==> src/rtl/fb_muldiv_ctrl_pkg.sv <==
// Shared types and op decoding for the RV32M multiply/divide sequencer.
package fb_muldiv_ctrl_pkg;

  localparam int XLEN_DEFAULT = 32;

  // Bit positions of the ops inside the 8-bit one-hot from ALU control.
  localparam int OP_BIT_MUL    = 7;
  localparam int OP_BIT_MULH   = 6;
  localparam int OP_BIT_MULHSU = 5;
  localparam int OP_BIT_MULHU  = 4;
  localparam int OP_BIT_DIV    = 3;
  localparam int OP_BIT_DIVU   = 2;
  localparam int OP_BIT_REM    = 1;
  localparam int OP_BIT_REMU   = 0;

  typedef enum logic [1:0] {
    ST_IDLE = 2'd0,
    ST_CALC = 2'd1,
    ST_DONE = 2'd2
  } state_e;

  typedef enum logic [2:0] {
    MD_MUL, MD_MULH, MD_MULHSU, MD_MULHU,
    MD_DIV, MD_DIVU, MD_REM, MD_REMU
  } md_op_e;

  // Multi-hot inputs resolve to the highest set bit (mul has top priority).
  function automatic md_op_e decode_op(input logic [7:0] onehot);
    md_op_e op;
    op = MD_REMU;
    if (onehot[OP_BIT_MUL])         op = MD_MUL;
    else if (onehot[OP_BIT_MULH])   op = MD_MULH;
    else if (onehot[OP_BIT_MULHSU]) op = MD_MULHSU;
    else if (onehot[OP_BIT_MULHU])  op = MD_MULHU;
    else if (onehot[OP_BIT_DIV])    op = MD_DIV;
    else if (onehot[OP_BIT_DIVU])   op = MD_DIVU;
    else if (onehot[OP_BIT_REM])    op = MD_REM;
    else if (onehot[OP_BIT_REMU])   op = MD_REMU;
    return op;
  endfunction

  function automatic logic op_is_div(input md_op_e op);
    return (op == MD_DIV) || (op == MD_DIVU) || (op == MD_REM) || (op == MD_REMU);
  endfunction

  // Plain mul only needs the low half, which is sign-agnostic.
  function automatic logic op_src1_signed(input md_op_e op);
    return (op == MD_MULH) || (op == MD_MULHSU) || (op == MD_DIV) || (op == MD_REM);
  endfunction

  function automatic logic op_src2_signed(input md_op_e op);
    return (op == MD_MULH) || (op == MD_DIV) || (op == MD_REM);
  endfunction

endpackage

==> src/rtl/fb_muldiv_ctrl_iter.sv <==
// One combinational step of the shift-add multiplier or restoring divider.
// Multiply: acc = {partial_high, remaining_multiplier}; operand = multiplicand.
// Divide:   acc low half = dividend shifting out MSB-first, quotient bits shift
//           in at the bottom (the caller ORs q_bit_o into acc_o[0]);
//           operand = divisor.
module fb_muldiv_ctrl_iter #(
  parameter int XLEN = 32
) (
  input  logic              is_div_i,
  input  logic [2*XLEN-1:0] acc_i,
  input  logic [XLEN:0]     rem_i,
  input  logic [XLEN-1:0]   opnd_i,
  output logic [2*XLEN-1:0] acc_o,
  output logic [XLEN:0]     rem_o,
  output logic              q_bit_o
);

  logic [XLEN:0]   add_sum;
  logic [XLEN:0]   rem_shift;
  logic [XLEN+1:0] trial;

  // Compute both datapaths, then pick the one for the active mode.
  always_comb begin
    add_sum = {1'b0, acc_i[2*XLEN-1:XLEN]};
    if (acc_i[0]) begin
      add_sum = add_sum + {1'b0, opnd_i};
    end
    rem_shift = {rem_i[XLEN-1:0], acc_i[XLEN-1]};
    trial     = {1'b0, rem_shift} - {2'b00, opnd_i};

    acc_o   = acc_i;
    rem_o   = rem_i;
    q_bit_o = 1'b0;
    if (is_div_i) begin
      q_bit_o = ~trial[XLEN+1];
      rem_o   = trial[XLEN+1] ? rem_shift : trial[XLEN:0];
      acc_o   = {acc_i[2*XLEN-1:XLEN], acc_i[XLEN-2:0], 1'b0};
    end else begin
      acc_o   = {add_sum, acc_i[XLEN-1:1]};
    end
  end

endmodule

==> src/rtl/fb_muldiv_ctrl.sv <==
// RV32M multi-cycle sequencer: accepts one MUL/DIV/REM op, iterates one bit
// per cycle, holds busy until the result handshake completes.
// Handshake: a request is taken on a rising edge where req_valid & req_ready
// & |muldiv_op; a result is consumed on a rising edge where resp_valid &
// resp_ready. resp_data is held stable while resp_valid is high.
module fb_muldiv_ctrl
  import fb_muldiv_ctrl_pkg::*;
#(
  parameter int XLEN = XLEN_DEFAULT
) (
  input  logic            clk,
  input  logic            rst,
  input  logic            req_valid,
  output logic            req_ready,
  input  logic [7:0]      muldiv_op,
  input  logic [XLEN-1:0] src1,
  input  logic [XLEN-1:0] src2,
  input  logic            flush,
  output logic            resp_valid,
  input  logic            resp_ready,
  output logic [XLEN-1:0] resp_data,
  output logic            busy
);

  localparam int CNT_W = $clog2(XLEN);
  localparam logic [CNT_W-1:0] CNT_LAST = CNT_W'(XLEN - 1);
  localparam logic [XLEN-1:0]  INT_MIN  = {1'b1, {(XLEN-1){1'b0}}};

  state_e            state_q, state_d;
  logic [CNT_W-1:0]  counter_q, counter_d;
  md_op_e            op_q, op_d;
  logic              neg_q, neg_d;
  logic [2*XLEN-1:0] acc_q, acc_d;
  logic [XLEN:0]     rem_q, rem_d;
  logic [XLEN-1:0]   opnd_q, opnd_d;
  logic              special_q, special_d;
  logic [XLEN-1:0]   special_res_q, special_res_d;
  logic              resp_valid_q, resp_valid_d;
  logic [XLEN-1:0]   resp_data_q, resp_data_d;

  // Accept-side decode
  md_op_e          op_dec;
  logic            accept;
  logic            s1, s2;
  logic [XLEN-1:0] mag1, mag2;
  logic            div_zero, div_ovf, special_hit;
  logic [XLEN-1:0] special_val;

  // Iteration step and result correction
  logic [2*XLEN-1:0] iter_acc;
  logic [XLEN:0]     iter_rem;
  logic              iter_q;
  logic [2*XLEN-1:0] prod_fix;
  logic [XLEN-1:0]   quo_fix, rem_fix, final_res;

  fb_muldiv_ctrl_iter #(.XLEN(XLEN)) u_iter (
    .is_div_i (op_is_div(op_q)),
    .acc_i    (acc_q),
    .rem_i    (rem_q),
    .opnd_i   (opnd_q),
    .acc_o    (iter_acc),
    .rem_o    (iter_rem),
    .q_bit_o  (iter_q)
  );

  assign req_ready  = (state_q == ST_IDLE) & ~flush;
  assign accept     = req_valid & req_ready & (|muldiv_op);
  assign busy       = (state_q != ST_IDLE) | (req_valid & (|muldiv_op) & (state_q == ST_IDLE));
  assign resp_valid = resp_valid_q;
  assign resp_data  = resp_data_q;

  // Decode the incoming op: operand signs, magnitudes and the skip-CALC cases.
  always_comb begin
    op_dec      = decode_op(muldiv_op);
    s1          = op_src1_signed(op_dec) & src1[XLEN-1];
    s2          = op_src2_signed(op_dec) & src2[XLEN-1];
    mag1        = s1 ? -src1 : src1;
    mag2        = s2 ? -src2 : src2;
    div_zero    = op_is_div(op_dec) & (src2 == '0);
    div_ovf     = ((op_dec == MD_DIV) | (op_dec == MD_REM)) &
                  (src1 == INT_MIN) & (src2 == '1);
    special_hit = div_zero | div_ovf;
    special_val = '0;
    if (div_zero) begin
      special_val = ((op_dec == MD_REM) | (op_dec == MD_REMU)) ? src1 : '1;
    end else if (div_ovf) begin
      special_val = (op_dec == MD_REM) ? '0 : INT_MIN;
    end
  end

  // Turn the unsigned magnitude result back into the architectural value.
  always_comb begin
    prod_fix  = neg_q ? -acc_q : acc_q;
    quo_fix   = neg_q ? -acc_q[XLEN-1:0] : acc_q[XLEN-1:0];
    rem_fix   = neg_q ? -rem_q[XLEN-1:0] : rem_q[XLEN-1:0];
    final_res = rem_fix;
    case (op_q)
      MD_MUL:                       final_res = prod_fix[XLEN-1:0];
      MD_MULH, MD_MULHSU, MD_MULHU: final_res = prod_fix[2*XLEN-1:XLEN];
      MD_DIV, MD_DIVU:              final_res = quo_fix;
      default:                      final_res = rem_fix;
    endcase
  end

  // Next-state logic: accept, iterate, present result; flush wins over all.
  always_comb begin
    state_d       = state_q;
    counter_d     = counter_q;
    op_d          = op_q;
    neg_d         = neg_q;
    acc_d         = acc_q;
    rem_d         = rem_q;
    opnd_d        = opnd_q;
    special_d     = special_q;
    special_res_d = special_res_q;
    resp_valid_d  = resp_valid_q;
    resp_data_d   = resp_data_q;

    case (state_q)
      ST_IDLE: begin
        if (accept) begin
          op_d          = op_dec;
          counter_d     = '0;
          special_d     = special_hit;
          special_res_d = special_val;
          rem_d         = '0;
          if ((op_dec == MD_REM) | (op_dec == MD_REMU)) begin
            neg_d = s1;
          end else begin
            neg_d = s1 ^ s2;
          end
          if (op_is_div(op_dec)) begin
            acc_d  = {{XLEN{1'b0}}, mag1};
            opnd_d = mag2;
          end else begin
            acc_d  = {{XLEN{1'b0}}, mag2};
            opnd_d = mag1;
          end
          state_d = special_hit ? ST_DONE : ST_CALC;
        end
      end
      ST_CALC: begin
        acc_d     = iter_acc | {{(2*XLEN-1){1'b0}}, iter_q};
        rem_d     = iter_rem;
        counter_d = counter_q + CNT_W'(1);
        if (counter_q == CNT_LAST) begin
          state_d = ST_DONE;
        end
      end
      ST_DONE: begin
        if (!resp_valid_q) begin
          resp_valid_d = 1'b1;
          resp_data_d  = special_q ? special_res_q : final_res;
        end else if (resp_ready) begin
          resp_valid_d = 1'b0;
          state_d      = ST_IDLE;
        end
      end
      default: begin
        state_d = ST_IDLE;
      end
    endcase

    if (flush) begin
      state_d      = ST_IDLE;
      resp_valid_d = 1'b0;
      counter_d    = '0;
    end
  end

  // State and datapath registers with synchronous reset.
  always_ff @(posedge clk) begin
    if (rst) begin
      state_q       <= ST_IDLE;
      counter_q     <= '0;
      op_q          <= MD_MUL;
      neg_q         <= 1'b0;
      acc_q         <= '0;
      rem_q         <= '0;
      opnd_q        <= '0;
      special_q     <= 1'b0;
      special_res_q <= '0;
      resp_valid_q  <= 1'b0;
      resp_data_q   <= '0;
    end else begin
      state_q       <= state_d;
      counter_q     <= counter_d;
      op_q          <= op_d;
      neg_q         <= neg_d;
      acc_q         <= acc_d;
      rem_q         <= rem_d;
      opnd_q        <= opnd_d;
      special_q     <= special_d;
      special_res_q <= special_res_d;
      resp_valid_q  <= resp_valid_d;
      resp_data_q   <= resp_data_d;
    end
  end

endmodule

==> config.mk <==
export PLATFORM = sky130hd
export DESIGN_NAME = fb_muldiv_ctrl
export DESIGN_NICKNAME = d
export VERILOG_FILES = /design/src/rtl/fb_muldiv_ctrl_pkg.sv /design/src/rtl/fb_muldiv_ctrl_iter.sv /design/src/rtl/fb_muldiv_ctrl.sv
export SDC_FILE = /design/constraint.sdc
export NUM_CORES = 1
export LEC_CHECK = 0
export ABC_AREA = 1
export BUFFER_PORTS_ARGS = -buffer_cell sky130_fd_sc_hd__buf_2
export CAP_MARGIN = 20
export CELL_PAD_IN_SITES_DETAIL_PLACEMENT = 1
export CELL_PAD_IN_SITES_GLOBAL_PLACEMENT = 1
export CORE_ASPECT_RATIO = 0.9
export CORE_MARGIN = 4
export CORE_UTILIZATION = 48
export CTS_BUF_LIST = sky130_fd_sc_hd__clkbuf_4 sky130_fd_sc_hd__clkbuf_8
export CTS_CLUSTER_DIAMETER = 60
export DETAILED_ROUTE_END_ITERATION = 8
export HOLD_SLACK_MARGIN = 0.12
export PLACE_DENSITY_LB_ADDON = 0.25
export SLEW_MARGIN = 0
export SYNTH_ARGS = -nofsm -noshare
export SYNTH_HDL_FRONTEND = slang
export SYNTH_SLANG_ARGS = --single-unit
==> constraint.sdc <==
create_clock -name clk -period 3.5 [get_ports clk]
set_input_delay 0.7 -clock clk [delete_from_list [all_inputs] [get_ports clk]]
set_output_delay 0.7 -clock clk [all_outputs]
set_load 0.005 [all_outputs]
==> results.py, run 1 <==
metrics = {
    "floorplanning": {
        "ios": 112,
        "fp-row-count": 69,
        "coreArea_sq_um": 39900,
        "initial_utilization_pct": 49.1,
        "die_y_microns": 200,
        "die_area_sq_um": 44100,
        "die_w_microns": 221,
    },
    "global_route": {
        "grt_pass1_wl_mm": 160,
        "grt_overflow": 0,
        "grt_max_degree": 94,
        "grt_pass1_vias": 26389,
        "grt_usage_pct": 46.4,
        "antenna_found_initial": 13,
    },
    "cts": {
        "clockBufferDepth": 3,
        "cts_setup_buffers": 0,
        "clk_pin_slew_ns": 0.07,
        "cts_root_buf": "clkbuf_8",
        "cts-buffers-inserted": 39,
        "h-tree-depth": 2,
        "clock_latency_ns": 0.61,
        "postCtsHoldBufs": 0,
        "clock-sinks": 205,
        "cts_tree": "done",
    },
    "timing": {
        "finalHoldViolations": 0,
        "rsz0062_at_grt": "no",
        "timing.fmax_mhz": 295,
        "min_period_over_period_pct": 97.0,
        "slew_violations": 0,
        "clock_skew_ns": 0.0297,
        "tightestPinTransition_ns": 1.12,
        "finalSetupTns_ns": 0,
        "setup_viol": 0,
        "fin_crit_ns": 3.39,
        "relSlewSlack_pct": 25.1,
        "holdWs_ns": 0.466,
    },
    "worst_hold_path": {
        "min_from": "muldiv_op[7]",
        "hold_class": "primary input to register",
        "holdPathStages": 4,
        "hold_end": "op_q[0]$_SDFFE_PP0P_",
    },
    "outcome": {
        "status": "finished, final reports clean",
    },
    "synthesis": {
        "yosysSeqAreaShare_pct": 20.9,
        "yosys.cell_types.count": 47,
        "syn_nets": 3634,
        "synth-seq-cells": 205,
        "ys_warn_count": 0,
        "syn_area_per_cell_sq_um": 5.63,
        "netlist_instances": 3484,
        "syn_area_sq_um": 19600,
    },
    "placed_design": {
        "gp_congestion": 1.09,
        "port_buffers": 111,
        "hpwl_mm": 81.7,
    },
    "final_layout": {
        "nNetsFinal": 3709,
        "fill_cells": 5852,
        "drive_gt1_share_pct": 7.72,
        "areaGrowthSynthToFinish_pct": 10.4,
    },
    "setup_path": {
        "ff2ff_path_depth": 14,
        "path_cells": "inv_1 -> ha_1 -> a21oi_1 -> o21ai_0 -> a21oi_1 -> nand3_1 -> nand2_1 -> nand2_1 -> buf_12 -> inv_1 -> buf_4 -> nand2_1 -> nand3_1 -> a21oi_1",
        "critical_path_class": "register to register",
        "timing.rr.start": "opnd_q[14]$_SDFFE_PP0P_",
        "arrival_ns": 3.80,
        "crit_required_ns": 3.91,
        "cp-end-kind": "register",
        "start_kind": "register",
        "r2r_setup_slack_ns": 0.11,
        "critical-path-slowest-cell": "dfxtp_1",
        "crit_fanout": 39,
        "rr_endpoint": "rem_q[17]$_SDFFE_PP0P_",
        "crit_path_max_incr_delay_ns": 0.54,
    },
    "pwr": {
        "power_frac_comb_pct": 31.0,
        "share_seq_of_total_power_pct": 32.8,
        "p_int_uw": 4570,
        "powerDensity_nw_per_um2": 358,
        "pwr-share-clk_pct": 36.2,
        "swShare_pct": 41.0,
        "peakVddDrop_mv": 0.335,
        "p_leak_uw": 0.0103,
        "switching_power_uw": 3170,
    },
    "route": {
        "drc": 0,
        "vias": 26651,
        "drt_wl_total_mm": 108,
        "drt_iter0_markers": 3771,
        "wl_per_cell_microns": 26.2,
        "vias_per_cell": 6.46,
        "drtAntennaViolNets": 0,
        "drt_pre_antenna_iters": 6,
    },
    "flow_run": {
        "drv_cap": 0,
    },
}
[Yosys cell counts, drive strengths merged]
master	n	area share (%)
o31ai	3	0.11
or2	5	0.16
o21bai	11	0.42
a221oi	32	1.4
a211oi	2	0.077
o211ai	55	2.1
clkbuf	83	1.6
a31oi	6	0.19
nand3b	11	0.42
nand2b	1	0.032
ha	71	4.5
a32oi	1	0.045
nor4	7	0.22
xnor2	24	1.1
and2	4	0.13
nand3	360	9.2
nor2	493	9.5
nand4	37	1.2
inv	328	6.3
dfxtp	205	21
buf	55	1.5
a21oi	374	9.5
fa	2	0.20
and3	5	0.16
a21boi	3	0.11
nor3	48	1.3
o221ai	3	0.13
o21ai	194	5.0
xor2	66	2.9
a41oi	1	0.045
a21o	5	0.19
nand2	975	19
o21a	8	0.31
o22ai	2	0.064
clkinv	4	0.083
[worst max-delay path, delay by kind of cell (launching register included)]
family / cells / cell delay [ns]
buffers and inverters: 4 / 0.76
adder cells (fa/ha/maj): 1 / 0.44
flip-flops: 1 / 0.54
AO/OA/AOI/OAI: 4 / 0.78
AND/OR/NAND/NOR: 5 / 0.66
[flip-flops by register name, summed over array words and instances (netlist names)]
register       cells
acc_q             64
special_res_q     32
neg_q              1
op_q               3
resp_valid         1
resp_data         32
special_q          1
opnd_q            32
counter_q          5
state_q            2
rem_q             32
[area by class of cell]
type | instances | area (sq um) | share of cell area (%)
Clock buffer | 57 | 747 | 3.45
Antenna cell | 2 | 5.00 | 0.0231
Sequential cell | 205 | 4110 | 19.0
Clock inverter | 14 | 131 | 0.607
Inverter | 332 | 1250 | 5.76
Multi-Input combinational cell | 2809 | 13700 | 63.1
Timing Repair Buffer | 172 | 1070 | 4.96
Tap cell | 532 | 666 | 3.08
[layer usage]
layer	part of all wire, %	vias to the layer above	global-route usage [%]
met2	42	1771	70.6
met4	7.6	22	28.7
met1	37	12669	57.0
met3	13	522	15.7
li1	-	11667	-
met5	0.14	-	0
[logic make-up (layout without fill, tap and decap cells)]
group	count (synthesis)	count (layout)	synth area share (%)
and+or+nand+nor	1946	1946	41.1
AOI/OAI and AO/OA	700	700	19.8
buffers and inverters	470	575	9.47
DFF	205	205	20.9
xor gates and xnor gates	90	90	4.02
adders and majority gates	73	73	4.74
other	0	2	0
[power groups by stage]
stage	Combinational [uW]	Sequential (uW)	Clock, uW
after floorplan	1420	2510	0
after global placement	2170	2580	0
after detailed placement	2240	2580	0
after CTS	2280	2530	2760
after global routing	2550	2540	2850
final	2400	2540	2800
[placed cells by master, fill, tap and decap left out, types with 3 or more instances in the layout]
cell	instances
o31ai_1	3
clkbuf_4	6
o211ai_1	55
clkbuf_8	51
and2_1	4
a221oi_1	32
inv_1	319
a21o_1	5
xor2_1	66
inv_2	9
ha_1	71
xnor2_1	24
clkinvlp_4	3
nor2_1	483
nor2_2	8
buf_12	3
a21boi_0	3
buf_2	110
o21a_1	8
o21ai_0	183
clkinv_2	9
dfxtp_1	203
nor3_1	47
nand3b_1	11
clkinv_1	3
buf_4	58
a31oi_1	6
nand4_1	37
nand2_1	972
o221ai_1	3
o21bai_1	11
o21ai_1	10
a21oi_1	372
and3_1	5
nand3_1	360
or2_2	5
nor4_1	7
[worst max-delay path by stage]
stage / from / end / cells past startpoint
floorplan: src1[0] / acc_q[30]$_SDFFE_PP0P_ / 11
detailed placement: opnd_q[16]$_SDFFE_PP0P_ / rem_q[21]$_SDFFE_PP0P_ / 14
global placement: opnd_q[16]$_SDFFE_PP0P_ / rem_q[21]$_SDFFE_PP0P_ / 14
global route: opnd_q[11]$_SDFFE_PP0P_ / rem_q[15]$_SDFFE_PP0P_ / 16
CTS: opnd_q[16]$_SDFFE_PP0P_ / rem_q[17]$_SDFFE_PP0P_ / 14
finish: opnd_q[14]$_SDFFE_PP0P_ / rem_q[17]$_SDFFE_PP0P_ / 14
[per-stage QoR]
stage | util, % | instances | power (uW) | setup WS (ns) | cell area (sq um)
after floorplan | - | 3484 | 3930 | 1.30 | 19600
after global placement | 52.0 | 4049 | 4740 | 0.298 | 20700
after detailed placement | 52.0 | 4049 | 4820 | 0.278 | 20700
after CTS | 54.2 | 4120 | 7570 | 0.166 | 21600
after global routing | 54.3 | 4122 | 7940 | 0.0623 | 21600
final | 54.3 | 4123 | 7740 | 0.105 | 21600
[timing repair]
item | CTS | global route
endpoints found under the setup margin | 0 | 2
gates resized for setup | 0 | 1
endpoints found under the hold margin | 0 | 0
Note: power is estimated with default switching activity, not from simulation.
==> run 2, diff against run 1 <==
--- a/config.mk
+++ b/config.mk
@@ -12,13 +12,13 @@
 export CELL_PAD_IN_SITES_GLOBAL_PLACEMENT = 1
 export CORE_ASPECT_RATIO = 0.9
 export CORE_MARGIN = 4
-export CORE_UTILIZATION = 48
+export CORE_UTILIZATION = 40
 export CTS_BUF_LIST = sky130_fd_sc_hd__clkbuf_4 sky130_fd_sc_hd__clkbuf_8
 export CTS_CLUSTER_DIAMETER = 60
+export CTS_CLUSTER_SIZE = 28
 export DETAILED_ROUTE_END_ITERATION = 8
 export HOLD_SLACK_MARGIN = 0.12
 export PLACE_DENSITY_LB_ADDON = 0.25
-export SLEW_MARGIN = 0
 export SYNTH_ARGS = -nofsm -noshare
 export SYNTH_HDL_FRONTEND = slang
 export SYNTH_SLANG_ARGS = --single-unit
==> constraint.sdc (replaced) <==
create_clock -name clk -period 2.8 [get_ports clk]
set_input_delay 0.56 -clock clk [delete_from_list [all_inputs] [get_ports clk]]
set_output_delay 0.56 -clock clk [all_outputs]
set_load 0.005 [all_outputs]
==> run 2 against run 1 <==
Effect of this change: flip-flop and latch count stayed put; first-iteration DRC count is 25% lower; register-to-register slack hardly changed; cell count is 3.6% higher; setup slack better by 0.00092 ns; fmax is 26% higher.
==> results.py, run 2 (same netlist as run 1, synthesis figures left out) <==
metrics = {
    "outcome": {
        "status": "finished, final reports clean",
    },
    "flow_run": {
        "drv_cap": 0,
    },
    "final_layout": {
        "final_common_cell": "nand2_1",
        "drive_gt1_share_pct": 9.40,
        "areaGrowthSynthToFinish_pct": 13.5,
        "top_register": "acc_q",
        "final_cell_mix": "nand2_1, nor2_1, a21oi_1",
        "nNetsFinal": 3780,
        "largest_reg_flops": 64,
    },
    "timing": {
        "timing.fmax_mhz": 371,
        "finalSetupTns_ns": 0,
        "tightestPinTransition_ns": 1.06,
        "clock_skew_ns": 0.0787,
        "slew_violations": 0,
        "min_period_over_period_pct": 96.2,
        "finalHoldViolations": 0,
        "setup_viol": 0,
        "rsz0062_at_grt": "no",
        "holdWs_ns": 0.185,
        "fin_crit_ns": 2.69,
        "relSlewSlack_pct": 29.2,
    },
    "pwr": {
        "peakVddDrop_mv": 0.284,
        "powerDensity_nw_per_um2": 402,
        "p_leak_uw": 0.0106,
    },
    "cts": {
        "cts-buffers-inserted": 25,
        "clk_pin_slew_ns": 0.11,
        "clock_latency_ns": 0.67,
        "clock-sinks": 205,
        "clockBufferDepth": 3,
        "cts_root_buf": "clkbuf_8",
        "cts_tree": "done",
        "h-tree-depth": 1,
    },
    "floorplanning": {
        "die_w_microns": 241,
        "die_area_sq_um": 52600,
        "die_y_microns": 218,
        "initial_utilization_pct": 40.7,
        "fp-row-count": 76,
        "coreArea_sq_um": 48100,
        "ios": 112,
    },
    "placed_design": {
        "gp_congestion": 0.996,
        "port_buffers": 111,
        "hpwl_mm": 86.3,
    },
    "route": {
        "vias": 25807,
        "drt_iter0_markers": 2835,
        "drt_pre_antenna_iters": 5,
        "drc": 0,
        "drtAntennaViolNets": 0,
        "wl_per_cell_microns": 24.7,
        "drt_wl_total_mm": 105,
        "vias_per_cell": 6.04,
    },
    "setup_path": {
        "start_kind": "register",
        "path_buf_inv": 2,
        "arrival_ns": 3.24,
        "cp-end-kind": "register",
        "critical_path_class": "register to register",
        "crit_required_ns": 3.34,
        "path_common_cell": "nand2_1",
        "critical-path-slowest-cell": "dfxtp_1",
        "critical-path-top-delay-family": "simple AND/OR/NAND/NOR gates",
        "path_cells": "clkinv_2 -> ha_1 -> nand2_1 -> inv_1 -> nand2_1 -> nand2_1 -> o21ai_1 -> nand2_1 -> a31oi_1 -> nand2_1 -> nand2_1 -> a21oi_1",
        "crit_fanout": 4,
        "crit_path_max_incr_delay_ns": 0.39,
    },
    "global_route": {
        "grt_max_degree": 90,
        "grt_usage_pct": 38.7,
        "antenna_found_initial": 3,
        "grt_pass1_vias": 24890,
        "grt_pass1_wl_mm": 156,
        "grt_overflow": 0,
    },
    "worst_hold_path": {
        "hold_class": "primary input to register",
    },
}
-- run 2: layout make-up --
| class | instances | area (sq um) |
|---|---|---|
| diodes | 1 | 2.50 |
| clock buffers | 25 | 344 |
| clock inverters | 20 | 268 |
| fillers | 6860 | 25900 |
| inverters | 332 | 1250 |
| multi-input cells | 2809 | 13700 |
| flip-flops and latches | 205 | 4110 |
| well taps | 624 | 781 |
| repair buffers | 257 | 1810 |
-- run 2: metal layers --
layer  wire (microns)  part of all wire (%)  track usage (%)  vias up
li1                 -                     -                -    11783
met1            46500                    44             55.8    12613
met2            45300                    43             59.3     1214
met3             9620                   9.1             6.10      195
met4             4020                   3.8             12.1        2
met5               13                 0.012                0        -
-- run 2: worst paths after layout --
check	slack, ns	start	end	cells past startpoint
max	0.11	acc_q[0]$_SDFFE_PP0P_	resp_data[8]$_SDFFE_PP0P_	12
min	0.19	rst	special_res_q[9]$_SDFFE_PP0P_	2
max reg2reg	0.11	acc_q[0]$_SDFFE_PP0P_	resp_data[8]$_SDFFE_PP0P_	12
min reg2reg	0.47	resp_data[20]$_SDFFE_PP0P_	resp_data[20]$_SDFFE_PP0P_	2
-- run 2: stage by stage --
step | worst slack, ns | cell area (sq um) | instances | utilization (%) | total power [uW]
2_1_floorplan | 0.658 | 19600 | 3484 | - | 4910
3_3_place_gp | -0.0419 | 21600 | 4227 | 44.9 | 6150
3_5_place_dp | -0.0336 | 21600 | 4227 | 44.9 | 6210
4_1_cts | 0.0125 | 22200 | 4272 | 46.2 | 8850
5_1_grt | 0.0113 | 22200 | 4272 | 46.2 | 9310
6_report | 0.106 | 22200 | 4273 | 46.2 | 8940
-- run 2: power by group --
part	leakage (uW)	total (uW)	switching, uW	internal, uW
Combinational	0.00868	3110	2200	901
Clock	0.000302	2680	1590	1090
Sequential	0.00166	3160	160	3000
Total	0.0106	8940	3960	4990
-- run 2: timing repair --
action / in CTS / in global routing
resized for setup: 0 / 12
setup endpoints to repair: 0 / 34
buffers inserted: 0 / 0
hold buffers: 0 / 0
